===== src/rtl/mem_pkg.sv =====
// Shared types and defaults for the cache request arbiter: FSM states,
// transaction owner encoding and default bus widths.
package mem_pkg;

    localparam int ADDR_W_DEF = 32;
    localparam int DATA_W_DEF = 32;
    localparam int CNT_W_DEF  = 16;

    typedef enum logic [1:0] {
        ST_IDLE  = 2'd0,
        ST_ISSUE = 2'd1,
        ST_WAIT  = 2'd2
    } state_e;

    // OWN_I is the reset value of the last-grant bit, so d wins the first tie.
    typedef enum logic {
        OWN_I = 1'b0,
        OWN_D = 1'b1
    } owner_e;

endpackage


===== src/rtl/cache_arbiter_if.sv =====
// Request/response channel shared by the fetch port, the data port and the
// cache-controller port. The requester side uses master, the responder side uses slave.
interface cache_arbiter_if
    import mem_pkg::*;
#(
    parameter int ADDR_W = ADDR_W_DEF,
    parameter int DATA_W = DATA_W_DEF
) ();

    logic              req_valid;
    logic              req_ready;
    logic              we;
    logic [ADDR_W-1:0] addr;
    logic [DATA_W-1:0] wdata;
    logic              resp_valid;
    logic [DATA_W-1:0] rdata;

    modport master (
        output req_valid, we, addr, wdata,
        input  req_ready, resp_valid, rdata
    );

    modport slave (
        input  req_valid, we, addr, wdata,
        output req_ready, resp_valid, rdata
    );

endinterface


===== src/rtl/rr_arb2.sv =====
// Two-way round-robin chooser: bit 0 is the fetch requester, bit 1 the data
// requester; a tie goes to the side that did not win last time.
module rr_arb2
    import mem_pkg::*;
(
    input  logic [1:0] req,
    input  owner_e     last_grant,
    output logic [1:0] gnt
);

    // One-hot grant selection.
    always_comb begin
        gnt = 2'b00;
        case (req)
            2'b01:   gnt = 2'b01;
            2'b10:   gnt = 2'b10;
            2'b11:   gnt = (last_grant == OWN_D) ? 2'b01 : 2'b10;
            default: gnt = 2'b00;
        endcase
    end

endmodule


===== src/rtl/cache_arbiter.sv =====
// Arbitrates instruction-fetch and data requests onto a single cache controller
// port with at most one transaction outstanding, plus saturating grant counters.
module cache_arbiter
    import mem_pkg::*;
#(
    parameter int ADDR_W = ADDR_W_DEF,
    parameter int DATA_W = DATA_W_DEF,
    parameter int CNT_W  = CNT_W_DEF
) (
    input  logic               clk,
    input  logic               rst,
    cache_arbiter_if.slave     i_port,
    cache_arbiter_if.slave     d_port,
    cache_arbiter_if.master    c_port,
    output logic [CNT_W-1:0]   i_grant_cnt,
    output logic [CNT_W-1:0]   d_grant_cnt
);

    localparam logic [CNT_W-1:0] CNT_MAX = {CNT_W{1'b1}};
    localparam logic [CNT_W-1:0] CNT_ONE = CNT_W'(1'b1);

    state_e            state_r;
    state_e            state_next_s;
    owner_e            owner_r;
    owner_e            last_grant_r;
    logic [1:0]        gnt_s;
    logic              accept_s;
    logic              lat_we_r;
    logic [ADDR_W-1:0] lat_addr_r;
    logic [DATA_W-1:0] lat_wdata_r;
    logic [CNT_W-1:0]  i_cnt_r;
    logic [CNT_W-1:0]  d_cnt_r;
    logic              unused_fetch_fields_s;

    // The fetch channel never writes, so its write fields are ignored.
    assign unused_fetch_fields_s = ^{i_port.we, i_port.wdata};

    rr_arb2 u_rr_arb2 (
        .req        ({d_port.req_valid, i_port.req_valid}),
        .last_grant (last_grant_r),
        .gnt        (gnt_s)
    );

    assign accept_s    = (state_r == ST_IDLE) && !rst && (gnt_s != 2'b00);
    assign i_grant_cnt = rst ? {CNT_W{1'b0}} : i_cnt_r;
    assign d_grant_cnt = rst ? {CNT_W{1'b0}} : d_cnt_r;

    // State register.
    always_ff @(posedge clk) begin
        if (rst) begin
            state_r <= ST_IDLE;
        end else begin
            state_r <= state_next_s;
        end
    end

    // Next-state logic.
    always_comb begin
        state_next_s = state_r;
        case (state_r)
            ST_IDLE: begin
                if (accept_s) state_next_s = ST_ISSUE;
                else          state_next_s = ST_IDLE;
            end
            ST_ISSUE: begin
                if (c_port.req_ready) state_next_s = ST_WAIT;
                else                  state_next_s = ST_ISSUE;
            end
            ST_WAIT: begin
                if (c_port.resp_valid) state_next_s = ST_IDLE;
                else                   state_next_s = ST_WAIT;
            end
            default: state_next_s = ST_IDLE;
        endcase
    end

    // Output decode; cache responses outside WAIT fall through unused.
    always_comb begin
        i_port.req_ready  = 1'b0;
        i_port.resp_valid = 1'b0;
        i_port.rdata      = {DATA_W{1'b0}};
        d_port.req_ready  = 1'b0;
        d_port.resp_valid = 1'b0;
        d_port.rdata      = {DATA_W{1'b0}};
        c_port.req_valid  = 1'b0;
        c_port.we         = 1'b0;
        c_port.addr       = {ADDR_W{1'b0}};
        c_port.wdata      = {DATA_W{1'b0}};
        if (!rst) begin
            case (state_r)
                ST_IDLE: begin
                    i_port.req_ready = gnt_s[0];
                    d_port.req_ready = gnt_s[1];
                end
                ST_ISSUE: begin
                    c_port.req_valid = 1'b1;
                    c_port.we        = lat_we_r;
                    c_port.addr      = lat_addr_r;
                    c_port.wdata     = lat_wdata_r;
                end
                ST_WAIT: begin
                    if (c_port.resp_valid && (owner_r == OWN_I)) begin
                        i_port.resp_valid = 1'b1;
                        i_port.rdata      = c_port.rdata;
                    end else if (c_port.resp_valid) begin
                        d_port.resp_valid = 1'b1;
                        d_port.rdata      = lat_we_r ? {DATA_W{1'b0}} : c_port.rdata;
                    end else begin
                        c_port.req_valid  = 1'b0;
                    end
                end
                default: c_port.req_valid = 1'b0;
            endcase
        end else begin
            c_port.req_valid = 1'b0;
        end
    end

    // Latch the winner's request, record ownership and count grants.
    always_ff @(posedge clk) begin
        if (rst) begin
            owner_r      <= OWN_I;
            last_grant_r <= OWN_I;
            lat_we_r     <= 1'b0;
            lat_addr_r   <= {ADDR_W{1'b0}};
            lat_wdata_r  <= {DATA_W{1'b0}};
            i_cnt_r      <= {CNT_W{1'b0}};
            d_cnt_r      <= {CNT_W{1'b0}};
        end else if (accept_s && gnt_s[1]) begin
            owner_r      <= OWN_D;
            last_grant_r <= OWN_D;
            lat_we_r     <= d_port.we;
            lat_addr_r   <= {d_port.addr[ADDR_W-1:2], 2'b00};
            lat_wdata_r  <= d_port.wdata;
            if (d_cnt_r != CNT_MAX) d_cnt_r <= d_cnt_r + CNT_ONE;
            else                    d_cnt_r <= d_cnt_r;
        end else if (accept_s) begin
            owner_r      <= OWN_I;
            last_grant_r <= OWN_I;
            lat_we_r     <= 1'b0;
            lat_addr_r   <= {i_port.addr[ADDR_W-1:2], 2'b00};
            lat_wdata_r  <= {DATA_W{1'b0}};
            if (i_cnt_r != CNT_MAX) i_cnt_r <= i_cnt_r + CNT_ONE;
            else                    i_cnt_r <= i_cnt_r;
        end else begin
            owner_r      <= owner_r;
            last_grant_r <= last_grant_r;
        end
    end

endmodule


===== src/flat_wrapper.sv =====
// flat-port wrapper written by rule: the top's interface ports become plain ports
module cache_arbiter_flat import mem_pkg::*;
#(
    parameter int ADDR_W = ADDR_W_DEF,
    parameter int DATA_W = DATA_W_DEF,
    parameter int CNT_W  = CNT_W_DEF
)
  (clk, rst, i_grant_cnt, d_grant_cnt, i_port_req_valid, i_port_we, i_port_addr, i_port_wdata, i_port_req_ready, i_port_resp_valid, i_port_rdata, d_port_req_valid, d_port_we, d_port_addr, d_port_wdata, d_port_req_ready, d_port_resp_valid, d_port_rdata, c_port_req_valid, c_port_we, c_port_addr, c_port_wdata, c_port_req_ready, c_port_resp_valid, c_port_rdata);
  cache_arbiter_if #(.ADDR_W(ADDR_W), .DATA_W(DATA_W)) i_port_i ();
  cache_arbiter_if #(.ADDR_W(ADDR_W), .DATA_W(DATA_W)) d_port_i ();
  cache_arbiter_if #(.ADDR_W(ADDR_W), .DATA_W(DATA_W)) c_port_i ();
  input  logic clk;
  input  logic rst;
  output logic [CNT_W-1:0] i_grant_cnt;
  output logic [CNT_W-1:0] d_grant_cnt;
  input wire logic [$bits(i_port_i.req_valid)-1:0] i_port_req_valid;
  input wire logic [$bits(i_port_i.we)-1:0] i_port_we;
  input wire logic [$bits(i_port_i.addr)-1:0] i_port_addr;
  input wire logic [$bits(i_port_i.wdata)-1:0] i_port_wdata;
  output wire logic [$bits(i_port_i.req_ready)-1:0] i_port_req_ready;
  output wire logic [$bits(i_port_i.resp_valid)-1:0] i_port_resp_valid;
  output wire logic [$bits(i_port_i.rdata)-1:0] i_port_rdata;
  input wire logic [$bits(d_port_i.req_valid)-1:0] d_port_req_valid;
  input wire logic [$bits(d_port_i.we)-1:0] d_port_we;
  input wire logic [$bits(d_port_i.addr)-1:0] d_port_addr;
  input wire logic [$bits(d_port_i.wdata)-1:0] d_port_wdata;
  output wire logic [$bits(d_port_i.req_ready)-1:0] d_port_req_ready;
  output wire logic [$bits(d_port_i.resp_valid)-1:0] d_port_resp_valid;
  output wire logic [$bits(d_port_i.rdata)-1:0] d_port_rdata;
  output wire logic [$bits(c_port_i.req_valid)-1:0] c_port_req_valid;
  output wire logic [$bits(c_port_i.we)-1:0] c_port_we;
  output wire logic [$bits(c_port_i.addr)-1:0] c_port_addr;
  output wire logic [$bits(c_port_i.wdata)-1:0] c_port_wdata;
  input wire logic [$bits(c_port_i.req_ready)-1:0] c_port_req_ready;
  input wire logic [$bits(c_port_i.resp_valid)-1:0] c_port_resp_valid;
  input wire logic [$bits(c_port_i.rdata)-1:0] c_port_rdata;
  assign i_port_i.req_valid = i_port_req_valid;
  assign i_port_i.we = i_port_we;
  assign i_port_i.addr = i_port_addr;
  assign i_port_i.wdata = i_port_wdata;
  assign i_port_req_ready = i_port_i.req_ready;
  assign i_port_resp_valid = i_port_i.resp_valid;
  assign i_port_rdata = i_port_i.rdata;
  assign d_port_i.req_valid = d_port_req_valid;
  assign d_port_i.we = d_port_we;
  assign d_port_i.addr = d_port_addr;
  assign d_port_i.wdata = d_port_wdata;
  assign d_port_req_ready = d_port_i.req_ready;
  assign d_port_resp_valid = d_port_i.resp_valid;
  assign d_port_rdata = d_port_i.rdata;
  assign c_port_req_valid = c_port_i.req_valid;
  assign c_port_we = c_port_i.we;
  assign c_port_addr = c_port_i.addr;
  assign c_port_wdata = c_port_i.wdata;
  assign c_port_i.req_ready = c_port_req_ready;
  assign c_port_i.resp_valid = c_port_resp_valid;
  assign c_port_i.rdata = c_port_rdata;
  cache_arbiter #(.ADDR_W(ADDR_W), .DATA_W(DATA_W), .CNT_W(CNT_W)) u_core (.clk(clk), .rst(rst), .i_port(i_port_i), .d_port(d_port_i), .c_port(c_port_i), .i_grant_cnt(i_grant_cnt), .d_grant_cnt(d_grant_cnt));
endmodule

===== config.mk =====
export PLATFORM = sky130hd
export DESIGN_NAME = cache_arbiter_flat
export DESIGN_NICKNAME = d
export VERILOG_FILES = /design/src/rtl/mem_pkg.sv /design/src/rtl/cache_arbiter_if.sv /design/src/rtl/rr_arb2.sv /design/src/rtl/cache_arbiter.sv /design/src/flat_wrapper.sv
export SDC_FILE = /design/constraint.sdc
export NUM_CORES = 1
export LEC_CHECK = 0
export CELL_PAD_IN_SITES_DETAIL_PLACEMENT = 0
export CELL_PAD_IN_SITES_GLOBAL_PLACEMENT = 1
export CORE_MARGIN = 2
export CORE_UTILIZATION = 25
export CTS_BUF_LIST = sky130_fd_sc_hd__clkbuf_16
export DETAILED_ROUTE_END_ITERATION = 8
export PLACE_DENSITY = 0.85
export SLEW_MARGIN = 20
export SYNTH_ARGS = -nofsm -noshare
export SYNTH_HDL_FRONTEND = slang
export SYNTH_SLANG_ARGS = --single-unit

===== constraint.sdc =====
create_clock -name clk -period 2.1 [get_ports clk]
set_input_delay 0.21 -clock clk [delete_from_list [all_inputs] [get_ports clk]]
set_output_delay 0.21 -clock clk [all_outputs]
set_load 0.02 [all_outputs]

# ---- Yosys cells after proc, flatten, opt, wreduce, memory -nomap -nowiden
# Index checks and enable logic that the tools add are counted.
dict set report word_totals {
  reg_bits 98
  input_bits 168
  output_inout_bits 166
}
dict set report classes {
  addsub 2
  reduce_logical 10
  n_mux 42
  bitwise 2
  n_eq_ne 7
}
# op count
set ops {}
lappend ops {{$mux W32} 16}
lappend ops {{$add A16 B1 Y16 const B} 2}
lappend ops {{$mux W16} 2}
lappend ops {{$ne A16 B16 Y1 const B} 2}
lappend ops {{$mux W1} 19}
lappend ops {{$pmux W2 S3} 2}
lappend ops {{$eq A2 B2 Y1 const B} 3}
lappend ops {{$mux W2} 3}
lappend ops {{$eq A2 B1 Y1 const B} 2}
lappend ops {{$logic_and A1 B1 Y1} 4}
lappend ops {{$reduce_bool A2 Y1} 2}
lappend ops {{$reduce_and A3 Y1} 1}
lappend ops {{$logic_not A2 Y1} 1}
lappend ops {{$not A1 Y1} 2}
lappend ops {{$reduce_and A2 Y1} 1}
lappend ops {{$logic_not A1 Y1} 1}

# ---- Logic depth before layout (Yosys ltp)
# Gate-level depths: netlist of the first run.
dict set report depth {
  word_depth 7
  depth_mapped 7
  depth_no_buf 6
}

# ---- Hierarchy
# Synthesis of the first run repeated with hierarchy kept, for this count alone.
dict set report unflattened {
  hier_cells 621
  hier_area_um2 5225.0
}
# module seq_area_each_um2 area_per_inst_um2 cells_each instances
set by_module_without_submodules {}
lappend by_module_without_submodules {cache_arbiter 1961.9 5206.2 618 1}
lappend by_module_without_submodules {rr_arb2 0.0 18.8 3 1}

# ---- Worst setup path after synthesis of the first run
# Ideal clock, no wire load.
dict set report synth_timing {
  kind {flip-flop to flip-flop}
  startpoint {register u_core.i_cnt_r[0]}
  endpoint {register u_core.i_cnt_r[3]}
  synth_period_minus_slack_ns 1.844
  t_arrival_ns 1.723
  path_slack_ns 0.256
  setup_time_ns 0.121
  path_stages_with_launch 6
  path_cell_list {dfxtp_1 -> ha_1 -> nand4_2 -> nor4_1 -> or4b_1 -> mux2_2}
}
dict set report synth_between {
  elab_chain_len 2
  elab_cells_between_ends 3
}
# item line
set synth_lines {}
lappend synth_lines {{start, declared} cache_arbiter.sv:31} ;# logic [CNT_W-1:0] i_cnt_r;
lappend synth_lines {{start signal, assigned} cache_arbiter.sv:127} ;# i_cnt_r <= {CNT_W{1'b0}};
lappend synth_lines {{start signal, assigned} cache_arbiter.sv:143} ;# if (i_cnt_r != CNT_MAX) i_cnt_r <= i_cnt_r + CNT_ONE;
lappend synth_lines {{start signal, assigned} cache_arbiter.sv:144} ;# else i_cnt_r <= i_cnt_r;
lappend synth_lines {{branches (longest 2 deep; another with $add A16 B1 Y16)} --}
# Parallel ways; which one is timed is not known.
# A chain may end at the register's enable or synchronous reset.

# ---- Final worst setup path of the first run
dict set report layout_timing {
  startpoint {register u_core.state_r[0]}
  endpoint {output port c_port_addr[22]}
}
dict set report layout_between {
  elab_chain_len 3
}
# item line
set layout_lines {}
lappend layout_lines {{start, declared} cache_arbiter.sv:22} ;# state_e state_r;
lappend layout_lines {{start signal, assigned} cache_arbiter.sv:53} ;# state_r <= state_next_s;
lappend layout_lines {{$eq A2 B1 Y1} cache_arbiter.sv:90} ;# case (state_r)
lappend layout_lines {{$mux W32} cache_arbiter.sv:90}
lappend layout_lines {{$mux W32} cache_arbiter.sv:89} ;# if (!rst) begin
lappend layout_lines {{end, declared} flat_wrapper.sv:32} ;# output wire logic [$bits(c_port_i.addr)-1:0] c_port_addr;
# No other way between the ends.

==> results of run 1 <==
[worst max-delay path, stage by stage, from the launching register on]
cell and delay, ns:
dfxtp_1 0.38, nor3b_4 0.28, buf_12 0.26, and2_1 0.15, dlygate4sd2_1 0.36
[through the flow]
stage               power, mW  util (%)
floorplan                2.36         -
finish                   4.36      42.3
global placement         2.77      42.3
detailed placement       2.78      42.3
CTS                      4.43      43.0
global route             4.57      42.3
[routing by layer]
metal,vias to the layer above,global-route usage (%)
li1,2787,-
met1,2509,19.1
met2,209,26.0
met3,25,4.38
met4,0,5.63
met5,-,0
[repair_timing]
action,CTS,global route
endpoints found under the setup margin,132,117
resized for setup,133,139
buffers inserted,2,0
hold endpoints to repair,0,0
[final cells by class]
class	count	area, sq um	share of cell area [%]
multi-input cells	500	2980	34.8
inverters	6	25.0	0.292
clock buffers	9	225	2.63
well taps	270	338	3.95
clock inverters	7	62.6	0.731
repair buffers	330	2970	34.7
flip-flops and latches	98	1960	22.9
[state kept, by name, indices dropped and copies added (netlist names)]
name and count:
u_core.lat_wdata_r 32, u_core.lat_addr_r 30, u_core.d_cnt_r 16, u_core.i_cnt_r 16
u_core.state_r 2, u_core.lat_we_r 1, u_core.owner_r 1
[final timing paths]
kind | start | to | depth (start not counted)
setup / recovery | u_core.state_r[0] | c_port_addr[22] | 4
hold / removal | rst | u_core.owner_r | 2
setup reg to reg | u_core.i_cnt_r[0] | u_core.i_cnt_r[15] | 7
hold reg to reg | u_core.lat_addr_r[30] | u_core.lat_addr_r[30] | 2
[synthesized netlist by cell type (2+ instances only)]
cell	n	area (sq um)
a22oi_1	35	263
a21oi_1	8	40.0
nand2b_1	3	18.8
and3_1	3	18.8
nor3_1	9	45.0
and2_1	129	807
nand2_1	69	259
xnor2_1	13	114
ha_1	2	25.0
a311oi_1	29	254
mux2_2	7	78.8
inv_1	5	18.8
buf_2	8	40.0
buf_4	2	15.0
nor2b_1	30	188
a211oi_1	3	22.5
mux2i_1	3	30.0
nand3_1	9	45.0
nor4_2	3	37.5
clkbuf_1	33	124
nor4_1	6	37.5
dfxtp_1	98	1960
o21ai_0	5	25.0
nand4_1	13	81.3
buf_1	4	15.0
nor2_1	99	372
[logic make-up after synthesis]
| kind of cell | Yosys count |
|---|---|
| AOI/OAI and AO/OA | 84 |
| xor gates and xnor gates | 13 |
| adders and majority gates | 2 |
| buffers and inverters | 54 |
| DFF | 98 |
| muxes | 10 |
| other | 1 |
| and+or+nand+nor | 389 |
[power groups by stage]
stage / combinational [mW] / clock [mW] / sequential [mW]
detailed placement: 0.739 / 0 / 2.04
global route: 0.788 / 1.77 / 2.01
global placement: 0.735 / 0 / 2.04
floorplan: 0.324 / 0 / 2.03
finish: 0.720 / 1.64 / 2.00
CTS: 0.729 / 1.70 / 2.00
==> metrics.txt, run 1 <==
cts bufs inserted=9; main combinational cell family by area after synthesis=simple AND/OR/NAND/NOR gates; Worst-Skew Late Latency=0.36 ns; Slew HR=60.1%; Synth Flop Type=dfxtp_1; clock network fraction of design power=37.6%; Via Count=approximately 5500; DRC=0; most common cell after layout, fill and taps aside=clkdlybuf4s50_1; area fraction in and, or, nand and nor cells after synthesis=between 40% and 50%; Worst EP required=roughly 1.9 ns; power per cell area=about 510 nW/um^2; RSZ-0062 raised after global routing=false; pin count of the biggest net entering global routing=127; Setup crit end kind=primary output; # hold bufs at CTS=0; DRT Wirelength=roughly 18000 um; post-synthesis compound-gate area fraction=about 12%; initial antenna violation count=0; Fin Setup TNS=0 ns; clk buf depth=2; Post-Layout Cell Count=1220; Yosys cell types=between 40 and 50; commonest non-fill, non-tap cells in the layout=161 x clkdlybuf4s50_1, 129 x and2_1, 98 x nor2_1; Highest Clock Rate=about 0.5 GHz; Die ar.=between 20000 and 25000 sq um; fill cell count=about 2100; crit share post-route=95.0%; mux cell area share after synthesis=under 10%; CP startpoint kind=register; Pre-antenna DRT Iters=4; Hold Path Class=input port to register; Post-Synthesis Cells=approximately 650; Final min period=about 2 ns; Final Worst Setup Slack=about 0.10 ns; dpl cell area=roughly 8600 sq um; area grow syn2layout=66.5%; clock root cell=clkbuf_16; final instance area=8560 sq um; outcome=completed; die width=between 100 and 150 um; Mean Syn Cell Area=7.90 sq um; Detailed Route Iter0 Violations=roughly 190; max cap viols=0; P_sw=roughly 1.2 mW; Detail Placement HPWL=12800 um; die height=around 150 um; skew final=between 0.009 and 0.01 ns; final-report hold violation count=0; mean routed wirelength per cell=about 14 um; CTS tree=done; Met3 Wirelength=~1300 um; sequential fraction of the synthesis area=a little under two fifths; Least-Margin Pin Slew=~0.6 ns; vias in the first global route=around 5200; n_diodes=0; combinational power share=between 10% and 20%; Post-synth EDFFs=0; Synth Cell Area=about 5100 sq um; M1 WL=around 7600 um; H-tree Lvls=3; Final ANT Viol Nets=0; GRT Resource Usage Total=roughly 16%; Worst VDD drop=approximately 340 uV; first-pass GRT wire length=26900 um; Syn. warnings=0; DP Cell Count=roughly 1200; sequential power share=between 40 and 50%; Met2 Wirelength=8360 um; Pins Over Slew Limit=0; Clock transition at path regs=~0.07 ns; grt ovf=0; Top Metal Used=met4; Final setup viols=0; Post-Place Setup Slack=-0.186 ns; share of layout cells above drive strength 1=about an eighth; vias per cell=around 4.5; worst hold slack=approximately 0.11 ns; worst setup path class=register to primary output; CP arrival=1.79 ns; Rows=52; clock sink count=98; #FFs+latches synth=between 90 and 100; Placer Congestion=around 0.82; leakage power total=~3.6 nW; number of I/O port buffers=slightly below 300; fraction of the mapped netlist area in adder cells=less than 1%; # IOs=334; FF-to-FF setup slack=between 0.1 and 0.15 ns; CORE AREA=~20000 sq um; CP Max Fanout=50; final net count=1115; async set or reset register ratio after synthesis=0%; switching share of power=a little over a quarter; Initial Util=between 20 and 30%; Post-Synth XOR/XNOR Area=2.21%; Int Pwr=~3.2 mW
Power figures use the tool's default switching activity.
==> run 2: changes to the inputs <==
Settings changed: SKIP_CTS_REPAIR_TIMING from default to 1.
==> run 2 against run 1 <==
  * Sequential share of layout area is 1.6 points lower
  * Clock-buffer cell count is the same
  * Cell count is the same
  * Critical path type is now register to register
  * Largest power group unchanged
  * Highest routed layer unchanged
==> metrics.txt, run 2 (synthesis results as in run 1) <==
Final min period=a little under 2 ns; Via Count=5581; Post-Place Setup Slack=-0.186 ns; Placer Congestion=around 0.82; Pre-antenna DRT Iters=4; vias in the first global route=between 5000 and 6000; initial antenna violation count=0; H-tree Lvls=3; grt ovf=0; skew final=between 0.01 and 0.015 ns; Buffers & Inverters on Critical Path=1; CP startpoint kind=register; final-report hold violation count=0; Reg with most FFs=u_core.lat_wdata_r; GRT Resource Usage Total=roughly 15%; Final Worst Setup Slack=approximately 0.13 ns; Worst-Skew Late Latency=~0.35 ns; Detail Placement HPWL=about 13000 um; Worst VDD drop=333 uV; Initial Util=25.4%; CP Max Fanout=6; clock root cell=clkbuf_16; commonest non-fill, non-tap cells in the layout=161 x clkdlybuf4s50_1, 132 x dlymetal6s2s_1, 129 x and2_1; number of I/O port buffers=between 200 and 300; number of flip-flops in the largest register=32; Pins Over Slew Limit=0; Crit path depth=7; n_diodes=0; worst hold slack=0.114 ns; Worst EP required=2.35 ns; Die ar.=approximately 22000 sq um; CORE AREA=just over 20000 sq um; final net count=around 1100; outcome=completed; CTS tree=done; Rows=52; most common cell after layout, fill and taps aside=clkdlybuf4s50_1; clock sink count=98; ordered cell list for the critical path=ha_1 -> nand4_2 -> nor3_2 -> nor4_2 -> buf_4 -> nor2b_1 -> mux2_2; Max stage delay on crit path=between 0.3 and 0.4 ns; max cap viols=0; DRC=0; Clock transition at path regs=approximately 0.080 ns; R2R depth=7; delay-heaviest family, CP=simple AND/OR/NAND/NOR gates; Slew HR=approximately 60%; crit path from=u_core.i_cnt_r[0]; min-delay src=rst; Final ANT Viol Nets=0; Post-Layout Cell Count=between 1000 and 1500; pin count of the biggest net entering global routing=127; CP arrival=between 2 and 2.5 ns; cts bufs inserted=9; Detailed Route Iter0 Violations=around 190; reg2reg start=u_core.i_cnt_r[0]; vias per cell=4.57; clk buf depth=2; Hold Path Class=input port to register; Final setup viols=0; worst setup path class=register to register; largest registers=u_core.lat_wdata_r: 32 flops, u_core.lat_addr_r: 30 flops; hold depth=2; total power=roughly 4.4 mW; crit share post-route=about 94%; DP Cell Count=1202; die height=147 um; # IOs=between 300 and 400; mean routed wirelength per cell=14.8 um; Setup crit end kind=register; first-pass GRT wire length=26900 um; share of layout cells above drive strength 1=7.89%; power per cell area=around 470 nW/um^2; leakage power total=around 5.7 nW; area grow syn2layout=79.3%; Least-Margin Pin Slew=about 0.6 ns; DRT Wirelength=between 15000 and 20000 um; Worst path slowest cell=nor4_2; die width=147 um; Highest Clock Rate=approximately 0.51 GHz
[run 2: final cells by class]
cell class | count | area (sq um)
multi-input combinational | 500 | 2980
sequential | 98 | 1960
timing repair buffer | 330 | 3630
fill | 1980 | 11000
tap | 270 | 338
clock inverter | 7 | 62.6
clock buffer | 9 | 225
inverter | 6 | 25.0
[run 2: where the power goes]
part	internal [mW]	total (mW)	switching [mW]
Combinational	0.405	0.738	0.333
Sequential	1.95	2.00	0.0470
Clock	0.824	1.63	0.809
[run 2: worst paths after layout]
check                               end  slack [ns]
setup / recovery     u_core.i_cnt_r[15]        0.13
hold / removal           u_core.owner_r        0.11
setup reg to reg     u_core.i_cnt_r[15]        0.13
hold reg to reg   u_core.lat_addr_r[30]        0.45
[run 2: stage by stage]
stage / TNS [ns] / utilization, % / instance area [sq um]
5_1_grt: -0.0353 / 45.6 / 9220
6_report: 0 / 45.6 / 9220
3_3_place_gp: -14.91 / 42.3 / 8550
4_1_cts: -37.31 / 43.7 / 8840
2_1_floorplan: 0 / - / 5140
3_5_place_dp: -14.36 / 42.3 / 8550
[run 2: layer usage]
metal  wire (um)  GRT usage [%]  vias up
met1        7760           19.1     2550
met5           0              0        -
met4         369           5.63        0
met3        1320           4.51       25
met2        8560           25.8      218
li1            -              -     2788
==> run 3: changes to the inputs <==
Settings changed: REMOVE_ABC_BUFFERS from default to 1.
Clock period 2.1 ns to 2.05 ns, I/O delays scaled along.
==> run 3 against run 2 <==
  * Combinational power up 5.6%
  * Sequential share of layout area up 0.41 points
  * Critical path depth unchanged
  * Die area unchanged
  * Global-route usage up 0.28 points
  * Final area down 1.8%
  * Flip-flop and latch count unchanged
  * Cell count up 0.49%
  * Register-to-register slack better by 0.05 ns
  * First-iteration DRC count up 31%
  * Non-clock buffer count up 7
  * Total power up 3.9%
  * Highest routed layer unchanged
==> metrics.txt, run 3 (synthesis results as in run 1) <==
DP Cell Count=1203; vias in the first global route=roughly 5500; clk buf depth=2; grt ovf=0; CP Max Fanout=8; CORE AREA=20200 sq um; number of I/O port buffers=a little under 300; skew final=approximately 0.0093 ns; die width=around 150 um; Final ANT Viol Nets=0; die height=147 um; fill cell count=2015; cts bufs inserted=9; Worst-Skew Late Latency=0.35 ns; final-report hold violation count=0; area grow syn2layout=76.1%; Reg with most FFs=u_core.lat_wdata_r; clock root cell=clkbuf_16; final instance area=between 9000 and 10000 sq um; # IOs=roughly 330; H-tree Lvls=3; share of layout cells above drive strength 1=around an eighth; CP arrival=roughly 1.8 ns; Initial Util=roughly a quarter; largest registers=u_core.lat_wdata_r: 32 flops, u_core.lat_addr_r: 30 flops; Post-Layout Cell Count=roughly 1200; Worst EP required=between 1.5 and 2 ns; DRT Wirelength=18500 um; Rows=52; DRC=0; worst setup path class=register to primary output; Slew HR=between 60% and 70%; power per cell area=roughly 500 nW/um^2; n_diodes=0; leakage power total=5.08 nW; Via Count=5579; CTS tree=done; Hold Path Class=input port to register; initial antenna violation count=0; Detailed Route Iter0 Violations=between 200 and 250; clock sink count=98; mean routed wirelength per cell=15.1 um; CP startpoint kind=register; Least-Margin Pin Slew=between 0.5 and 0.6 ns; Pre-antenna DRT Iters=4; first-pass GRT wire length=27700 um; Highest Clock Rate=around 0.51 GHz; max cap viols=0; outcome=completed; Placer Congestion=0.803; most common cell after layout, fill and taps aside=clkdlybuf4s50_1; GRT Resource Usage Total=~16%; pin count of the biggest net entering global routing=65; number of flip-flops in the largest register=32; Final setup viols=0; total power=approximately 4.5 mW; crit share post-route=between 90% and 100%; Setup crit end kind=primary output; Clock transition at path regs=around 0.070 ns; vias per cell=4.55; final net count=roughly 1100; Detail Placement HPWL=approximately 13000 um; Worst VDD drop=between 300 and 400 uV; Die ar.=21700 sq um; dpl cell area=about 8500 sq um; Final min period=1.96 ns; Pins Over Slew Limit=0; commonest non-fill, non-tap cells in the layout=162 x clkdlybuf4s50_1, 129 x and2_1, 97 x nor2_1
-- run 3: cell types whose count changed in the layout (fill, tap and decap cells not counted), moves of 2 or more --
| cell | before | now |
|---|---|---|
| clkbuf_2 | 0 | 33 |
| clkbuf_16 | 10 | 12 |
| buf_4 | 29 | 36 |
| clkinv_2 | 0 | 2 |
| dlymetal6s2s_1 | 132 | 95 |
| buf_2 | 0 | 2 |
-- run 3: final timing paths --
kind / startpoint / to / slack (ns) / cells after the start
min reg2reg: u_core.lat_addr_r[30] / u_core.lat_addr_r[30] / 0.45 / 2
max reg2reg: u_core.i_cnt_r[0] / u_core.i_cnt_r[15] / 0.18 / 6
max: u_core.state_r[0] / d_port_rdata[13] / 0.09 / 7
min: i_port_addr[10] / u_core.lat_addr_r[10] / 0.43 / 3
-- run 3: where the power goes --
group | total (mW) | switching, mW | internal (mW)
Clock | 1.71 | 0.762 | 0.947
Sequential | 2.05 | 0.0519 | 2.00
Combinational | 0.779 | 0.352 | 0.427
Total | 4.54 | 1.17 | 3.38
-- run 3: layout make-up --
| cell class | count | area, sq um | area share [%] |
|---|---|---|---|
| flip-flops and latches | 98 | 1960 | 21.7 |
| clock inverters | 6 | 66.3 | 0.733 |
| clock buffers | 9 | 225 | 2.49 |
| well taps | 270 | 338 | 3.73 |
| inverters | 6 | 22.5 | 0.249 |
| multi-input cells | 500 | 2990 | 33.1 |
| repair buffers | 337 | 3440 | 38.0 |
-- run 3: per-layer routing --
metal | wire length [um] | vias up | GRT usage [%]
li1 | - | 2806 | -
met1 | 7820 | 2538 | 19.0
met2 | 9080 | 216 | 27.4
met3 | 1270 | 19 | 3.92
met4 | 297 | 0 | 5.34
met5 | 0 | - | 0
-- run 3: metrics by stage --
step	worst slack (ns)	util [%]	hold slack (ns)	TNS (ns)
3_3_place_gp	-0.166	42.2	0.440	-11.74
6_report	0.0894	44.7	0.429	0
4_1_cts	-0.403	43.7	0.407	-41.07
3_5_place_dp	-0.199	42.2	0.446	-13.68
2_1_floorplan	-0.989	-	0.274	-69.56
5_1_grt	-0.0118	44.7	0.426	-0.0490
-- run 3: worst max-delay path, stage by stage, from the launching register on --
cell       delay [ns]
dfxtp_2          0.35
nor2_2           0.13
nand3_2          0.13
nor3_4           0.22
buf_12           0.15
clkbuf_16        0.14
and2_1           0.13
clkbuf_2         0.17
